[src/rtl/spi_slave_frontend.sv]
// spi_slave_frontend: mode-0 SPI slave front end driving a downstream serial shift register.
// Optional SPI_SCK_FILTER_EN adds a 3-sample majority filter on the synchronized SCK.
module spi_slave_frontend #(
    parameter int N           = 8,
    parameter int SYNC_STAGES = 2
) (
    input  logic       clk,
    input  logic       reset_flag,
    input  logic       spi_sck,
    input  logic       spi_cs_n,
    input  logic       spi_mosi,
    output logic       spi_miso,
    input  logic       sr_so,
    output logic       sr_sel,
    output logic       sr_si,
    output logic       sr_reset,
    output logic       active,
    output logic       word_done,
    output logic [7:0] word_count,
    output logic       frame_err
);
    localparam int CW = $clog2(N);

    logic [SYNC_STAGES-1:0] sck_s_q, cs_s_q, mosi_s_q, flush_q;
    logic                   sck_h_q, cs_h_q, armed_q, armed_d;
    logic [CW-1:0]          bit_q, bit_d;
    logic [7:0]             wc_q, wc_d;
    logic                   act_q, act_d, sel_q, sel_d, si_q, si_d, srst_q, srst_d, srst2_q;
    logic                   wd_q, wd_d, ferr_q, ferr_d, miso_q, miso_d;
    logic                   sck_f, cs_sync, cs_fall, cs_rise, sck_rise, sck_fall, shift, bit_last;

`ifdef SPI_SCK_FILTER_EN
    logic [2:0] flt_q;
    always_ff @(posedge clk) begin
        if (reset_flag) flt_q <= '0;
        else            flt_q <= {flt_q[1:0], sck_s_q[SYNC_STAGES-1]};
    end
    assign sck_f = (flt_q[0] & flt_q[1]) | (flt_q[0] & flt_q[2]) | (flt_q[1] & flt_q[2]);
`else
    assign sck_f = sck_s_q[SYNC_STAGES-1];
`endif

    assign cs_sync  = cs_s_q[SYNC_STAGES-1];
    // A fall is only trusted once CS has been seen high after reset, so a reset
    // with CS held low cannot fabricate a session start.
    assign cs_fall  = armed_q & cs_h_q & ~cs_sync;
    assign cs_rise  = ~cs_h_q & cs_sync;
    assign sck_rise = sck_f & ~sck_h_q;
    assign sck_fall = ~sck_f & sck_h_q;
    assign shift    = act_q & sck_rise & ~cs_fall;
    assign bit_last = bit_q == CW'(N - 1);

    always_comb begin
        armed_d = armed_q | (flush_q[SYNC_STAGES-1] & cs_sync);
        bit_d   = bit_q;
        wc_d    = wc_q;
        act_d   = act_q;
        sel_d   = 1'b0;
        si_d    = si_q;
        srst_d  = 1'b0;
        wd_d    = 1'b0;
        ferr_d  = ferr_q;
        if (cs_fall) begin
            act_d  = 1'b1;
            bit_d  = '0;
            wc_d   = '0;
            ferr_d = 1'b0;
            srst_d = 1'b1;
        end else begin
            if (shift) begin
                sel_d = 1'b1;
                si_d  = mosi_s_q[SYNC_STAGES-1];
                bit_d = bit_last ? '0 : bit_q + 1'b1;
                wd_d  = bit_last;
                wc_d  = (bit_last && wc_q != 8'hFF) ? wc_q + 8'd1 : wc_q;
            end
            if (act_q && cs_rise) begin
                act_d  = 1'b0;
                ferr_d = ferr_q | (bit_d != '0);
            end
        end
        miso_d = (srst2_q || (act_q && sck_fall && !cs_fall)) ? sr_so : miso_q;
    end

    always_ff @(posedge clk) begin
        if (reset_flag) begin
            sck_s_q  <= '0;
            cs_s_q   <= '1;
            mosi_s_q <= '0;
            flush_q  <= '0;
            sck_h_q  <= 1'b0;
            cs_h_q   <= 1'b1;
            armed_q  <= 1'b0;
            bit_q    <= '0;
            wc_q     <= '0;
            act_q    <= 1'b0;
            sel_q    <= 1'b0;
            si_q     <= 1'b0;
            srst_q   <= 1'b0;
            srst2_q  <= 1'b0;
            wd_q     <= 1'b0;
            ferr_q   <= 1'b0;
            miso_q   <= 1'b0;
        end else begin
            sck_s_q  <= {sck_s_q[SYNC_STAGES-2:0], spi_sck};
            cs_s_q   <= {cs_s_q[SYNC_STAGES-2:0], spi_cs_n};
            mosi_s_q <= {mosi_s_q[SYNC_STAGES-2:0], spi_mosi};
            flush_q  <= {flush_q[SYNC_STAGES-2:0], 1'b1};
            sck_h_q  <= sck_f;
            cs_h_q   <= cs_sync;
            armed_q  <= armed_d;
            bit_q    <= bit_d;
            wc_q     <= wc_d;
            act_q    <= act_d;
            sel_q    <= sel_d;
            si_q     <= si_d;
            srst_q   <= srst_d;
            srst2_q  <= srst_q;
            wd_q     <= wd_d;
            ferr_q   <= ferr_d;
            miso_q   <= miso_d;
        end
    end

    assign spi_miso   = miso_q;
    assign sr_sel     = sel_q;
    assign sr_si      = si_q;
    assign sr_reset   = srst_q;
    assign active     = act_q;
    assign word_done  = wd_q;
    assign word_count = wc_q;
    assign frame_err  = ferr_q;
endmodule

[config.mk]
export PLATFORM = sky130hd
export DESIGN_NAME = spi_slave_frontend
export DESIGN_NICKNAME = d
export VERILOG_FILES = /design/src/rtl/spi_slave_frontend.sv
export SDC_FILE = /design/constraint.sdc
export NUM_CORES = 1
export LEC_CHECK = 0
export ABC_AREA = 0
export BUFFER_PORTS_ARGS = -buffer_cell sky130_fd_sc_hd__buf_2
export CORE_MARGIN = 2
export CORE_UTILIZATION = 56
export CTS_CLUSTER_DIAMETER = 120
export DETAILED_ROUTE_END_ITERATION = 10
export PLACE_DENSITY = 0.87
export RECOVER_POWER = 25
export REMOVE_ABC_BUFFERS = 1
export SLEW_MARGIN = 10
export SYNTH_ARGS = -nofsm -noshare
export SYNTH_HDL_FRONTEND = slang
export SYNTH_SLANG_ARGS = --single-unit
[constraint.sdc]
create_clock -name clk -period 4.54 [get_ports clk]
set_clock_uncertainty 0.05 [all_clocks]
set_input_delay 0.454 -clock clk [delete_from_list [all_inputs] [get_ports clk]]
set_output_delay 0.454 -clock clk [all_outputs]
set_load 0.01 [all_outputs]
==> reports/qor.csv <==
metric,value,unit
ys async rst share,0,%
initial cell density of the core,59.28,%
total power,431.4,µW
# resized after CTS,0,
Final GP Congestion,0.7789,
layout cell share with drive strength beyond 1,23.36,%
Cells after Synth,115,
n_diodes,0,
clock root cell,clkbuf_4,
Max Freq,574.2,MHz
Fin. Hold Viols,0,
post-placement cell count,158,
Max clock buf depth,2,
CP max stage delay,0.54,ns
post-synthesis cell type count,33,
Final nets,147,
run status,"finished, final reports clean",
post-route DRC violation count,0,
post-route antenna net violation count,0,
launch point of the worst path,bit_q[0]$_SDFF_PP0_,
Multi-input gate area,518.0,µm²
initial antenna violation count,0,
number of max-cap violations,0,
Crit Path Class,flop to flop,
area grow syn2layout,14.46,%
Core Box Area,1942,µm²
CTS tree,done,
Most used DFF post-synth,dfxtp_1,
critical path launch point type,flop,
"Setup violations, final",0,
H-tree Lvls,2,
Worst-Skew Late Latency,0.31,ns
I/O pin cnt,21,
TritonCTS Sinks,30,
Total GRT Usage,19.08,%
first-pass GRT wire length,3422,µm
Post CTS Setup Buffer Count,0,
Slew Limit Fails,0,
CTS hold repair buffers,0,
number of synthesized flops with an enable pin,0,
Port-buffer cells,20,
Slew HR,52.97,%
clock slew at reported path FFs,0.08,ns
die span in x,49.34,µm
Worst Hold Class,input pin to flop,
sequential fraction of the synthesis area,52.17,%
Syn. warnings,0,
worst-margin pin slew,0.7054,ns
minimum clock period,1.741,ns
unrepaired setup endpoints after global routing,no,
Die ar.,2434,µm²
synthesized flop and latch total,30,
Leak,0.5556,nW
# rows,16,
CP Capture Type,flop,
Critical R2R Launch,bit_q[0]$_SDFF_PP0_,
Final Cycle Share,38.36,%
vias in the first global route,845,
power per standard cell area,327.4,nW/µm²
CTS buffer count,5,
pin count of the biggest net entering global routing,19,
slowest cell on the critical path,or4_1,
CP dominant cell by count,ha_1,
WL/cell,12.55,µm
"Data arrival, critical path",1.94,ns
Worst IR Drop VDD,0.0002216,V
fin util,67.85,%
Routed WL,2059,µm
Pre-Repair DR Iteration Count,4,
final non-filler cell total,164,
syn avg cell area,10.01,µm²
FF/Latch Area,600.6,µm²
"Req. time, crit path",4.73,ns
1st-iter DRT viols,21,
Hold Crit Start,spi_cs_n,
die height,49.34,µm
Setup TNS,0,ns
Syn Std Cell Area,1151,µm²
fill count,158,
vias per inst,5.402,
Vias,886,
critical-path cell list,ha_1 -> ha_1 -> nand3_4 -> or4_1 -> a21oi_1,
grt ovf,0,
CP Max Fanout,16,
half-perimeter wire length after placement,1459,µm
## power by group
group	switching, mW	internal [mW]
logic	0.00773	0.00557
clock network	0.0780	0.0696
registers	0.00270	0.268
total	0.0885	0.343
## synth_stat cells, types with 2 or more instances
cell	number	area share, %
dfxtp_1	30	52
nor2_1	13	4.2
a21oi_1	7	3.0
mux2i_1	6	5.2
nor2b_1	6	3.3
nand2_1	5	1.6
inv_1	4	1.3
o21ai_0	4	1.7
ha_1	3	3.3
o41ai_1	3	2.3
or3_1	3	1.6
buf_2	2	0.87
clkbuf_1	2	0.65
nand3_1	2	0.87
nand4_1	2	1.1
nor3_1	2	0.87
o21a_1	2	1.3
o311ai_0	2	1.5
or2_2	2	1.1
or3b_2	2	1.5
## critical path, delay by kind of cell, from the launching register on
| family | cells | cell delay (ns) |
|---|---|---|
| AND/OR/NAND/NOR | 2 | 0.70 |
| adder cells (fa/ha/maj) | 2 | 0.38 |
| AO/OA/AOI/OAI | 1 | 0.16 |
| flip-flops | 1 | 0.39 |
## state kept, by name (all words and copies together), names as in the netlist, 2 cells and up
signal	flops
cs_s_q	2
flush_q	2
sck_s_q	2
bit_q	3
word_count	8
mosi_s_q	2
## logic make-up after synthesis
group | count (synthesis) | share of synthesized area (%)
AO/OA/AOI/OAI | 21 | 11.96
adder cells (fa/ha/maj) | 3 | 3.261
buffers and inverters | 8 | 2.826
flip-flops | 30 | 52.17
multiplexers | 6 | 5.218
AND/OR/NAND/NOR | 47 | 24.57
## layout by cell type, fill, tap and decap left out, drive strengths merged, types with 4 or more instances in the layout
master / synthesis / routed
a21oi: 7 / 7
buf: 2 / 19
clkbuf: 2 / 7
dfxtp: 30 / 30
inv: 4 / 4
mux2i: 6 / 6
nand2: 5 / 5
nor2: 13 / 13
nor2b: 6 / 6
o21ai: 4 / 4
## path summary, 6_finish.rpt
path / end / slack [ns] / cells past startpoint
setup reg to reg: word_count[6]$_SDFFE_PP0P_ / 2.80 / 5
setup / recovery: word_count[6]$_SDFFE_PP0P_ / 2.80 / 5
hold reg to reg: cs_s_q[1]$_SDFF_PP1_ / 0.38 / 1
hold / removal: cs_s_q[0]$_SDFF_PP1_ / 0.27 / 2
## area by class of cell
cell class | instances | area share (%)
clock buffers | 6 | 3.894
inverters | 4 | 1.140
flip-flops and latches | 30 | 45.58
multi-input cells | 77 | 39.32
well taps | 27 | 2.564
repair buffers | 20 | 7.502
## routing by layer
metal  part of all wire, %  global-route usage, %  vias to the layer above
met5                     0                      0                        -
met3                   4.9                  8.282                        5
li1                      -                      -                      455
met4                   1.4                  8.571                        0
met2                    50                  34.23                       23
met1                    44                  18.69                      403
## per-stage QoR
stage / hold WS [ns] / setup WS [ns] / instance area [µm²]
after floorplan: 0.3395 / 2.967 / 1134
after global placement: 0.3424 / 2.914 / 1267
after detailed placement: 0.3656 / 2.805 / 1267
after CTS: 0.2583 / 2.783 / 1319
after global routing: 0.2555 / 2.667 / 1318
final: 0.2692 / 2.799 / 1318
Power figures use the tool's default switching activity.
